### config.mk
export PLATFORM = sky130hd
export DESIGN_NAME = cdb_arbiter
export DESIGN_NICKNAME = d
export VERILOG_FILES = /design/src/rtl/cdb_arbiter.sv
export SDC_FILE = /design/constraint.sdc
export NUM_CORES = 1
export LEC_CHECK = 0
export CAP_MARGIN = 20
export CORE_MARGIN = 2
export CORE_UTILIZATION = 54
export DETAILED_ROUTE_END_ITERATION = 10
export HOLD_SLACK_MARGIN = 0.06
export PLACE_DENSITY = 0.85
export SLEW_MARGIN = 20
export SYNTH_ARGS = -nofsm -noshare
export SYNTH_HDL_FRONTEND = slang
export SYNTH_SLANG_ARGS = --single-unit
### constraint.sdc
create_clock -name clk -period 6.7 [get_ports clk]
set_input_delay 0.67 -clock clk [delete_from_list [all_inputs] [get_ports clk]]
set_output_delay 0.67 -clock clk [all_outputs]
set_load 0.01 [all_outputs]
### src/rtl/cdb_arbiter.sv
// cdb_arbiter: round-robin common-data-bus arbiter with one holding slot per producer; define CDB_COUNT_EN to add bc_count/stall_count.
module cdb_arbiter #(
  parameter int NSRC = 3,
  parameter int DATA_W = 32,
  parameter int LABEL_W = 4
) (
  input  logic                      clk,
  input  logic                      nRST,
  input  logic [NSRC-1:0]           src_valid,
  output logic [NSRC-1:0]           src_ready,
  input  logic [NSRC*DATA_W-1:0]    src_data,
  input  logic [NSRC*LABEL_W-1:0]   src_label,
  output logic                      BCEN,
  output logic [LABEL_W-1:0]        BClabel,
  output logic [DATA_W-1:0]         BCdata
`ifdef CDB_COUNT_EN
  ,
  output logic [31:0]               bc_count,
  output logic [31:0]               stall_count
`endif
);
  localparam int PW = NSRC > 1 ? $clog2(NSRC) : 1;
  logic [NSRC-1:0] slot_vld, grant, load;
  logic [LABEL_W-1:0] slot_label [NSRC];
  logic [DATA_W-1:0] slot_data [NSRC];
  logic [PW-1:0] ptr, win, idx;
  logic found;
  always_comb begin
    found = 1'b0;
    win = '0;
    idx = '0;
    for (int k = 0; k < NSRC; k++) begin
      idx = PW'((int'(ptr) + k) % NSRC);
      if (!found && slot_vld[idx]) begin
        found = 1'b1;
        win = idx;
      end
    end
    grant = found ? NSRC'(1) << win : '0;
  end
  assign src_ready = ~slot_vld | grant;
  always_comb begin
    load = '0;
    for (int k = 0; k < NSRC; k++)
      load[k] = src_valid[k] && src_ready[k] && (src_label[k*LABEL_W +: LABEL_W] != '0);
  end
  always_ff @(posedge clk or negedge nRST) begin
    if (!nRST) begin
      slot_vld <= '0;
      for (int k = 0; k < NSRC; k++) begin
        slot_label[k] <= '0;
        slot_data[k] <= '0;
      end
    end else begin
      for (int k = 0; k < NSRC; k++) begin
        if (load[k]) begin
          slot_vld[k] <= 1'b1;
          slot_label[k] <= src_label[k*LABEL_W +: LABEL_W];
          slot_data[k] <= src_data[k*DATA_W +: DATA_W];
        end else if (grant[k]) begin
          slot_vld[k] <= 1'b0;
        end
      end
    end
  end
  always_ff @(posedge clk or negedge nRST) begin
    if (!nRST) begin
      BCEN <= 1'b0;
      BClabel <= '0;
      BCdata <= '0;
      ptr <= '0;
    end else begin
      BCEN <= found;
      if (found) begin
        BClabel <= slot_label[win];
        BCdata <= slot_data[win];
        ptr <= win == PW'(NSRC - 1) ? '0 : win + 1'b1;
      end
    end
  end
`ifdef CDB_COUNT_EN
  always_ff @(posedge clk or negedge nRST) begin
    if (!nRST) begin
      bc_count <= '0;
      stall_count <= '0;
    end else begin
      bc_count <= bc_count + 32'(found);
      stall_count <= stall_count + 32'(|(src_valid & ~src_ready));
    end
  end
`endif
endmodule

==> summary.txt, run 1 <==
Outcome
  – Status: completed

Finish
  – Area grow syn2layout: 32.0%
  – Filler Cell Count: 800
  – Ant. Diodes: 0
  – Share of cells above drive strength 1: 0.166
  – Util after Layout: 0.731
  – Fin cells: 824
  – Most common cell after layout, fill and taps aside: clkdlybuf4s50_1
  – Most frequent cells in the layout: clkdlybuf4s50_1, dfrtp_1, nand3_1, mux2_4, nand2_1
  – Sequential cell area: 3750 sq um
  – Area of the multi-input gates: between 2000 and 3000 sq um
  – Layout Nets: 760

Pwr
  – Power per cell area: slightly above 600 nW/um^2
  – Flop pwr share: 0.321
  – Switching share of power: 0.373
  – Clock power frac: 0.179
  – Final Total Pwr: ~5300 uW
  – Comb pwr share: 0.500
  – Worst IR Drop VDD: between 0.0003 and 0.0004 V
  – Cell-internal power: between 3000 and 4000 uW
  – NetSw: 1990 uW
  – Static leakage: roughly 0.0038 uW

Yosys
  – Seq cells post-synth: 150
  – Post-synthesis cell area: 6680 sq um
  – Ranking of synthesized cells by area: dfrtp_1, mux2_4, mux2_1
  – Register area share after synthesis: 0.562
  – Mapped Nets: a little over 600
  – Synth Flop Type: dfrtp_1
  – Yosys top cell area share: 0.562
  – Cells after synthesis: 503
  – Ys async rst share: 1.00
  – Post-synth cell types: between 40 and 50
  – Synth warnings: 0
  – Synth area leader: dfrtp_1
  – Post-synth EDFFs: 0
  – Synthesized area per cell: roughly 13 sq um

Setup path
  – Slowest CP cell: a32o_2
  – Critical path depth: 7
  – WP data arrival: ~3.8 ns
  – R2r startpoint: ptr[0]$_DFFE_PN0N_
  – Crit path launch type: register
  – Worst reg2reg path depth: 8
  – R2R setup slack: between 2 and 3 ns
  – WP buf/inv: 2
  – Critical path fanouts, max: 38
  – Crit path from: ptr[0]$_DFFE_PN0N_
  – WS Path Type: reg -> out
  – CP cell instances: inv_1 -> ha_1 -> mux2_4 -> a221oi_2 -> a32o_2 -> a2bb2oi_4 -> clkdlybuf4s50_1
  – Crit path to: src_ready[0]
  – Req. time, crit path: ~6.0 ns
  – CP delay by family, top: compound AO/OA/AOI/OAI gates
  – Critical Path End Type: output pin
  – Reg-to-reg critical path endpoint: slot_data[64]$_DFFE_PN0P_
  – CP max stage delay: slightly below 0.9 ns

Placed design
  – Dpl cells: 792
  – I/O Buffers: ~150
  – Placement Setup Slack: 2.57 ns
  – Hpwl dp: a little over 10,000 um
  – Placer congestion estimate: 0.872

Clock network
  – CTS sink cnt: 150
  – Clock root buffer master: clkbuf_16
  – Num CTS Buffers: 17
  – CTS tree: yes
  – CTS max path bufs: 2
  – Post-CTS Setup Repair Bufs: 0
  – Clk slew on worst S/H paths: 0.06 ns
  – CTS Hold Bufs: 0
  – Skew-Pair Late Insertion Delay: between 0.4 and 0.5 ns
  – PostCTS Resize Cnt: 0
  – H-tree depth: 4

Timing
  – Measured slew at the worst slew-check pin: 1.09 ns
  – Rel. slew slack: 0.271
  – Min Tclk post-route: about 4.4 ns
  – F_max: around 0.22 GHz
  – Max Transition Viols Final: 0
  – Post-route setup slack: between 2 and 2.5 ns
  – Tcrit/Tclk final: 0.663
  – Final hold vios: 0
  – Setup TNS: 0 ns
  – Setup violators final: 0
  – RSZ-0062 raised after global routing: no
  – Final Skew: about 0.0043 ns

Routing
  – Vias: around 4,700
  – Final WL: around 16,000 um
  – Pre-antenna DRT Iters: 5
  – WL/cell: between 15 and 20 um
  – Initial DRC Count: 366
  – Post-DR vias/cell: about 5.7
  – DR DRC count: 0
  – Antenna viol nets, final: 0

Job
  – Maxcap violations: 0

Global routing
  – GRT overflow: 0
  – Largest net degree at the start of global routing: between 90 and 100
  – M3 GR Usage: 0.0659
  – Busiest metal layer after global routing: met2
  – Number of global-route vias before repair: 5,006
  – Initial antenna violation count: 0
  – All-Layer GR Usage: 0.251
  – First-pass GRT wire length: approximately 25,000 um
  – M2 GR Usage: 0.425
  – Met1 GRT Util: 0.313

Floorplan
  – Die area: between 10,000 and 15,000 sq um
  – CORE AREA: around 12,000 sq um
  – Row count: 40
  – Die Width: about 120 um
  – Die height: ~120 um
  – Initial core utilization: 0.553
  – I/O pin cnt: around 150

Hold path
  – Worst Hold Class: in -> async
[logic make-up after synthesis]
| group | share of synthesized area |
|---|---|
| DFF | 0.562 |
| and+or+nand+nor | 0.0975 |
| muxes | 0.204 |
| AOI/OAI and AO/OA | 0.0877 |
| buffers and inverters | 0.0405 |
| adders and majority gates | 0.00750 |
[final cells by class]
| class | instances | share of cell area |
|---|---|---|
| clock buffer | 23 | 0.0565 |
| clock inverter | 9 | 0.0111 |
| inverter | 7 | 0.00298 |
| multi-input combinational | 311 | 0.303 |
| sequential | 150 | 0.426 |
| tap | 168 | 0.0239 |
| timing repair buffer | 156 | 0.176 |
[cell usage after synthesis (2+ instances only)]
cell type	n
buf_6	7
mux2i_1	3
dfrtp_1	150
o21ai_0	4
o41a_1	2
buf_2	3
clkbuf_1	17
nand2b_1	3
o211ai_1	2
nand3b_1	2
buf_1	3
a21o_1	2
buf_12	3
and2_1	3
a22o_1	4
nor2b_1	3
ha_1	4
mux2_1	36
buf_4	2
nand3_1	74
nand2_1	43
inv_1	6
a22oi_1	36
a32o_1	8
nor2_1	3
mux2_4	61
[worst min path at each step]
stage / start / endpoint / slack (ns)
after floorplan: nRST / BCEN$_DFF_PN0_ / 0.37
after global placement: slot_data[64]$_DFFE_PN0P_ / slot_data[64]$_DFFE_PN0P_ / 0.47
after detailed placement: slot_data[95]$_DFFE_PN0P_ / slot_data[95]$_DFFE_PN0P_ / 0.47
after CTS: nRST / BCdata[1]$_DFFE_PN0N_ / 0.34
after global routing: nRST / slot_data[34]$_DFFE_PN0P_ / 0.37
final: nRST / BCdata[1]$_DFFE_PN0N_ / 0.30
[metrics by stage]
step | hold WS (ns) | instance area [sq um]
2_1_floorplan | 0.374 | 6680
3_3_place_gp | 0.468 | 8220
3_5_place_dp | 0.474 | 8220
4_1_cts | 0.345 | 8810
5_1_grt | 0.372 | 8810
6_report | 0.305 | 8810
[worst register-to-register path, stage by stage, from the launching register on]
cell and delay (ns):
dfrtp_1 0.37, inv_1 0.09, ha_1 0.49, mux2_4 0.34, a221oi_2 0.29, a32o_2 0.89, a2bb2oi_4 0.28, and2_2 0.93
mux2_1 0.40
[flip-flops by register name, indices dropped and copies added, names as in the netlist]
signal and flops:
slot_label 12, slot_data 96, BCdata 32, slot_vld 3
BCEN 1, BClabel 4, ptr 2
[layer usage]
metal / up-vias / wire [um]
met1: 2365 / 6590
li1: 2105 / -
met2: 179 / 8080
met3: 27 / 931
met4: 0 / 295
met5: - / 0
[power groups by stage]
stage / clock network, uW / logic [uW] / registers [uW]
CTS: 963 / 2680 / 1700
floorplan: 0 / 1940 / 1670
global placement: 0 / 2550 / 1680
detailed placement: 0 / 2660 / 1700
global route: 1000 / 2890 / 1760
finish: 951 / 2660 / 1710
No activity file was read; power rests on OpenSTA's default activity.
==> inputs of run 2 (changes only) <==
--- a/config.mk
+++ b/config.mk
@@ -7,10 +7,10 @@
 export LEC_CHECK = 0
 export CAP_MARGIN = 20
 export CORE_MARGIN = 2
-export CORE_UTILIZATION = 54
+export CORE_UTILIZATION = 50
 export DETAILED_ROUTE_END_ITERATION = 10
 export HOLD_SLACK_MARGIN = 0.06
-export PLACE_DENSITY = 0.85
+export PLACE_DENSITY = 0.8
 export SLEW_MARGIN = 20
 export SYNTH_ARGS = -nofsm -noshare
 export SYNTH_HDL_FRONTEND = slang
==> constraint.sdc (replaced) <==
create_clock -name clk -period 4.22 [get_ports clk]
set_input_delay 0.422 -clock clk [delete_from_list [all_inputs] [get_ports clk]]
set_output_delay 0.422 -clock clk [all_outputs]
set_load 0.01 [all_outputs]
==> run 2 against run 1 <==
Against the previous run:
- clock power is 60% higher
- clock skew is 0.0022 ns higher
- die area is 7.7% higher
- routed wire length is 2.5% higher
- highest routed layer unchanged
==> summary.txt, run 2 (synthesis results as in run 1) <==
Pwr
  – Power per cell area: 962 nW/um^2 (+59%)
  – Flop pwr share: 0.320 (about the same)
  – NetSw: 3190 uW (+60%)
  – Clock power frac: 0.179 (about the same)
  – Switching share of power: 0.373 (about the same)
  – Worst IR Drop VDD: 0.000540 V (+79%)
  – Cell-internal power: 5350 uW (+61%)
  – Static leakage: 0.00385 uW (+0.67%)
  – Comb pwr share: 0.502 (+0.002)

Setup path
  – R2r startpoint: ptr[0]$_DFFE_PN0N_
  – R2R setup slack: 0.84 ns (-1.66 ns)
  – WS Path Type: reg -> out
  – Worst reg2reg path depth: 9 (+1)
  – Critical Path End Type: output pin
  – Reg-to-reg critical path endpoint: slot_data[59]$_DFFE_PN0P_
  – Critical path fanouts, max: 17 (-55%)
  – WP data arrival: 3.45 ns (-0.33 ns)
  – Crit path launch type: register
  – Req. time, crit path: 3.80 ns (-2.23 ns)

Timing
  – Final hold vios: 0 (unchanged)
  – Rel. slew slack: 0.325 (+0.0540)
  – Setup TNS: 0 ns (unchanged)
  – Measured slew at the worst slew-check pin: 1.01 ns (-0.0835 ns)
  – WHS: 0.112 ns (-0.193 ns)
  – F_max: between 0.2 and 0.3 GHz
  – Max Transition Viols Final: 0 (unchanged)
  – Setup violators final: 0 (unchanged)
  – Tcrit/Tclk final: 0.917
  – Final Skew: 0.00647 ns (+0.00220 ns)
  – Min Tclk post-route: about 3.9 ns
  – Post-route setup slack: 0.351 ns (-1.90 ns)
  – RSZ-0062 raised after global routing: no

Global routing
  – Initial antenna violation count: 0 (unchanged)
  – All-Layer GR Usage: 0.244 (-0.00674)
  – Largest net degree at the start of global routing: 121 (+33%)
  – GRT overflow: 0 (unchanged)
  – First-pass GRT wire length: 26,600 um (+5.7%)
  – Number of global-route vias before repair: 4,994 (-0.24%)

Clock network
  – Clock root buffer master: clkbuf_16
  – CTS Hold Bufs: 0 (unchanged)
  – Skew-Pair Late Insertion Delay: 0.42 ns (about the same)
  – CTS sink cnt: 150 (unchanged)
  – Post-CTS Setup Repair Bufs: 0 (unchanged)
  – CTS tree: yes
  – Num CTS Buffers: 17 (unchanged)
  – Clk slew on worst S/H paths: 0.06 ns (about the same)
  – H-tree depth: 4 (unchanged)
  – CTS max path bufs: 2 (unchanged)
  – PostCTS Resize Cnt: 0 (unchanged)

Routing
  – Pre-antenna DRT Iters: 5 (unchanged)
  – Vias: 4,657 (-0.41%)
  – Antenna viol nets, final: 0 (unchanged)
  – Final WL: 16,300 um (+2.5%)
  – Post-DR vias/cell: 5.57 (-1.8%)
  – Initial DRC Count: 397 (+8.5%)
  – DR DRC count: 0 (unchanged)
  – WL/cell: 19.5 um (+1.1%)

Finish
  – Largest Register: slot_data
  – Largest regs: slot_data: 96 flops, BCdata: 32 flops, slot_label: 12 flops
  – Filler Cell Count: 953 (+19%)
  – Layout Nets: 764 (+0.53%)
  – Util after Layout: 0.676 (-0.0551)
  – Most frequent cells in the layout: clkdlybuf4s50_1, dfrtp_1, nand3_1, mux2_4, nand2_1
  – Largest register FFs: 96 (unchanged)
  – Share of cells above drive strength 1: 0.167 (+0.000508)
  – Most common cell after layout, fill and taps aside: clkdlybuf4s50_1
  – Area grow syn2layout: 33.0%
  – Ant. Diodes: 0 (unchanged)

Job
  – Maxcap violations: 0 (unchanged)

Floorplan
  – Die area: 14,300 sq um (+7.7%)
  – Die Width: 120 um (+3.8%)
  – Die height: 120 um (+3.8%)
  – I/O pin cnt: 153 (unchanged)
  – Row count: 42 (+5.0%)
  – Initial core utilization: 0.508 (-0.0453)
  – CORE AREA: 13,100 sq um (+8.9%)

Placed design
  – Placer congestion estimate: 0.882 (+1.1%)
  – Placement Setup Slack: 0.834 ns (-1.74 ns)
  – I/O Buffers: 152 (unchanged)
  – Hpwl dp: 11,000 um (+6.0%)

Outcome
  – Status: completed

Hold path
  – Worst Hold Class: in -> async
## run 2: changes by cell type in the layout (fill, tap and decap cells not counted), moves of 2 or more
cell,change
clkbuf_8,-2
clkbuf_1,+2
buf_4,+2
buf_12,+2
## run 2: through the flow
step | total power [uW] | area, sq um | instances
2_1_floorplan | 5730 | 6680 | 503
4_1_cts | 8580 | 8870 | 836
3_5_place_dp | 6980 | 8280 | 804
6_report | 8530 | 8870 | 836
3_3_place_gp | 6780 | 8280 | 804
5_1_grt | 9090 | 8870 | 836
## run 2: power groups by stage
stage / Combinational [uW] / Sequential [uW] / Clock (uW)
detailed placement: 4250 / 2730 / 0
global route: 4680 / 2810 / 1610
floorplan: 3090 / 2650 / 0
global placement: 4090 / 2690 / 0
finish: 4280 / 2730 / 1520
CTS: 4320 / 2720 / 1530
## run 2: cell type report
class / count / area (sq um) / share of cell area
clock inverters: 10 / 128 / 0.0144
well taps: 176 / 220 / 0.0248
repair buffers: 160 / 1610 / 0.181
multi-input cells: 311 / 2670 / 0.301
flip-flops and latches: 150 / 3750 / 0.423
inverters: 7 / 26.3 / 0.00296
clock buffers: 22 / 464 / 0.0523
## run 2: how the worst max path moves through the flow
| stage | startpoint | slack, ns | cells after the start | to |
|---|---|---|---|---|
| floorplan | ptr[0]$_DFFE_PN0N_ | 1.54 | 11 | slot_data[65]$_DFFE_PN0P_ |
| global placement | ptr[0]$_DFFE_PN0N_ | 1.0 | 8 | src_ready[1] |
| detailed placement | ptr[0]$_DFFE_PN0N_ | 0.83 | 8 | src_ready[1] |
| CTS | ptr[0]$_DFFE_PN0N_ | 0.34 | 8 | src_ready[1] |
| global route | ptr[0]$_DFFE_PN0N_ | 0.08 | 8 | src_ready[1] |
| finish | ptr[0]$_DFFE_PN0N_ | 0.35 | 8 | src_ready[1] |
## run 2: critical path: stages (launching register included)
cell and delay (ns):
dfrtp_1 0.37, inv_1 0.09, ha_1 0.48, inv_2 0.09
mux2i_1 0.14, o211ai_1 0.32, a21o_1 0.61, or2_0 0.33
clkdlybuf4s50_1 0.59
## run 2: routing by layer
| layer | routed length [um] | global-route usage |
|---|---|---|
| met5 | 0 | 0 |
| met3 | 846 | 0.0537 |
| met1 | 6690 | 0.310 |
| met2 | 8340 | 0.405 |
| met4 | 437 | 0.106 |
==> inputs of run 3 (changes only) <==
--- a/config.mk
+++ b/config.mk
@@ -5,6 +5,7 @@
 export SDC_FILE = /design/constraint.sdc
 export NUM_CORES = 1
 export LEC_CHECK = 0
+export ABC_AREA = 1
 export CAP_MARGIN = 20
 export CORE_MARGIN = 2
 export CORE_UTILIZATION = 50
==> run 3 against run 2 <==
Against the previous run:
- register-to-register slack better by 0.12 ns
- critical path depth is 5 higher
- largest power group unchanged
- hold slack better by 0.36 ns
==> summary.txt, run 3 <==
Outcome
  – Status: completed

Clock network
  – PostCTS Resize Cnt: 0 (unchanged)
  – CTS max path bufs: 2 (unchanged)
  – Post-CTS Setup Repair Bufs: 0 (unchanged)
  – Num CTS Buffers: 17 (unchanged)
  – Skew-Pair Late Insertion Delay: 0.42 ns (about the same)
  – Clk slew on worst S/H paths: 0.06 ns (about the same)
  – CTS sink cnt: 150 (unchanged)
  – CTS tree: yes
  – Clock root buffer master: clkbuf_16
  – H-tree depth: 4 (unchanged)

Timing
  – RSZ-0062 raised after global routing: no
  – Final Skew: 0.00725 ns (+0.000786 ns)
  – Setup TNS: 0 ns (unchanged)
  – Tcrit/Tclk final: 0.838 (-0.0782)
  – Post-route setup slack: 0.682 ns (+0.330 ns)
  – Final hold vios: 0 (unchanged)
  – F_max: 0.283 GHz (+9.3%)
  – Measured slew at the worst slew-check pin: 1.09 ns (+0.0840 ns)
  – Setup violators final: 0 (unchanged)
  – Min Tclk post-route: 3.54 ns (-0.330 ns)
  – Rel. slew slack: 0.270 (-0.0552)
  – Max Transition Viols Final: 0 (unchanged)

Yosys
  – Yosys top cell area share: 0.572 (+0.00976)
  – Register area share after synthesis: 0.572 (+0.00976)
  – Synth warnings: 0 (unchanged)
  – Cells after synthesis: 791 (+57%)
  – Post-synth cell types: 22 (-51%)
  – Synth cell count leaders: nand2_1, dfrtp_1, inv_1
  – Ranking of synthesized cells by area: dfrtp_1, nand2_1, o21ai_1
  – Synthesized area per cell: 8.29 sq um (-37%)
  – Seq cells post-synth: 150 (unchanged)
  – Synth area leader: dfrtp_1
  – Count leader, synth: nand2_1
  – Ys async rst share: 1.00 (unchanged)
  – Synth Flop Type: dfrtp_1
  – Post-synthesis cell area: 6560 sq um (-1.7%)
  – Post-synth EDFFs: 0 (unchanged)
  – Mapped Nets: 908 (+46%)

Routing
  – DR DRC count: 0 (unchanged)
  – Final WL: 17,100 um (+4.7%)
  – Pre-antenna DRT Iters: 6 (+1)
  – Vias: 5,764 (+24%)
  – Initial DRC Count: 412 (+3.8%)
  – Antenna viol nets, final: 0 (unchanged)
  – Post-DR vias/cell: 5.16 (-7.3%)
  – WL/cell: 15.3 um (-22%)

Placed design
  – I/O Buffers: 152 (unchanged)
  – Placed Area: 8170 sq um (-1.4%)
  – Placement Setup Slack: 1.05 ns (+0.214 ns)
  – Placer congestion estimate: 0.867 (-1.7%)
  – Hpwl dp: 10,700 um (-2.1%)

Global routing
  – Initial antenna violation count: 0 (unchanged)
  – First-pass GRT wire length: 28,900 um (+8.8%)
  – Largest net degree at the start of global routing: 80 (-34%)
  – All-Layer GR Usage: 0.261 (+0.0165)
  – GRT overflow: 0 (unchanged)
  – Number of global-route vias before repair: 5,882 (+18%)

Pwr
  – Flop pwr share: 0.326 (+0.006)
  – NetSw: 3520 uW (+10%)
  – Power per cell area: 915 nW/um^2 (-4.8%)
  – Switching share of power: 0.440 (+0.0668)
  – Static leakage: 0.00435 uW (+13%)
  – Comb pwr share: 0.496 (-0.006)
  – Cell-internal power: 4470 uW (-16%)
  – Clock power frac: 0.178 (about the same)
  – Worst IR Drop VDD: 0.000500 V (-7.5%)

Finish
  – Util after Layout: 0.686 (+0.0109)
  – Share of cells above drive strength 1: 0.0604 (-0.106)
  – Largest Register: slot_data
  – Most common cell after layout, fill and taps aside: nand2_1
  – Most frequent cells in the layout: nand2_1, clkdlybuf4s50_1, dfrtp_1, inv_1, o21ai_1
  – Ant. Diodes: 0 (unchanged)
  – Largest regs: slot_data: 96 flops, BCdata: 32 flops, slot_label: 12 flops
  – Final instance area: 8730 sq um (-1.6%)
  – Largest register FFs: 96 (unchanged)
  – Area grow syn2layout: 33.1%
  – Layout Nets: 1,048 (+37%)

Floorplan
  – I/O pin cnt: 153 (unchanged)
  – CORE AREA: 12,700 sq um (-3.2%)
  – Initial core utilization: 0.516 (+0.00764)
  – Die Width: 119 um (-0.83%)
  – Die height: 119 um (-0.83%)
  – Row count: 41 (-2.4%)
  – Die area: 14,100 sq um (-1.6%)

Setup path
  – Critical path fanouts, max: 12 (-5)
  – Worst reg2reg path depth: 14 (+5)
  – Crit path launch type: register
  – WS Path Type: reg -> out
  – WP data arrival: 3.12 ns (-0.33 ns)
  – Req. time, crit path: 3.80 ns (about the same)
  – Critical Path End Type: output pin

Hold path
  – Hold Crit Depth: 2
  – Worst Hold Class: reg -> reg

Job
  – Maxcap violations: 0 (unchanged)
## run 3: layout make-up
type                       instances  area [sq um]
fill                            1053          3990
sequential                       150          3750
multi-input combinational        511          2280
timing repair buffer             161          1590
clock buffer                      24           482
inverter                          90           338
tap                              172           215
clock inverter                     8          73.8
## run 3: cell families after synthesis
group           count (synthesis)  share of synthesized area
simple gates                  402                      0.257
fa+ha+maj                       4                    0.00763
compound gates                105                     0.0810
flops                         150                      0.572
buf+inv                       130                     0.0824
## run 3: final timing paths
check	slack, ns	from	to
setup / recovery	0.68	ptr[0]$_DFFE_PN0N_	src_ready[0]
hold / removal	0.47	slot_data[94]$_DFFE_PN0P_	slot_data[94]$_DFFE_PN0P_
setup reg to reg	0.96	ptr[0]$_DFFE_PN0N_	slot_data[60]$_DFFE_PN0P_
hold reg to reg	0.47	slot_data[94]$_DFFE_PN0P_	slot_data[94]$_DFFE_PN0P_
max in group asynchronous	2.64	nRST	slot_data[6]$_DFFE_PN0P_
min in group asynchronous	0.57	nRST	slot_data[21]$_DFFE_PN0P_
## run 3: power by group through the flow
stage / clock [uW] / sequential [uW] / combinational, uW
after floorplan: 0 / 2590 / 2600
after global placement: 0 / 2590 / 3820
after detailed placement: 0 / 2590 / 3950
after CTS: 1440 / 2590 / 4000
after global routing: 1510 / 2690 / 4470
final: 1420 / 2600 / 3970
## run 3: repair_timing
| item | CTS | global route |
|---|---|---|
| endpoints found under the setup margin | 0 | 0 |
| endpoints found under the hold margin | 34 | 0 |
| hold buffers | 1 | 0 |
## run 3: per-stage QoR
stage,hold WS [ns],power (uW),std cells
3_5_place_dp,0.458,6540,1083
6_report,0.472,7990,1116
5_1_grt,0.497,8660,1116
3_3_place_gp,0.454,6410,1083
4_1_cts,0.473,8030,1116
2_1_floorplan,0.126,5200,791
## run 3: routing by layer
| layer | global-route usage | routed length [um] | up-vias |
|---|---|---|---|
| met5 | 0 | 0 | - |
| met4 | 0.0737 | 212 | 0 |
| met3 | 0.0676 | 1150 | 15 |
| met2 | 0.435 | 8430 | 219 |
| met1 | 0.337 | 7280 | 2756 |
| li1 | - | - | 2774 |
## run 3: worst max-delay path: stages, from the launching register on
cell             delay (ns)
dfrtp_1                0.37
inv_1                  0.09
ha_1                   0.37
inv_2                  0.10
nand2_1                0.07
nand3_1                0.07
nand2_1                0.06
nand3_1                0.13
nor2_2                 0.07
nor2_4                 0.18
buf_4                  0.25
nand3_2                0.10
nand2_2                0.22
clkdlybuf4s50_1        0.59
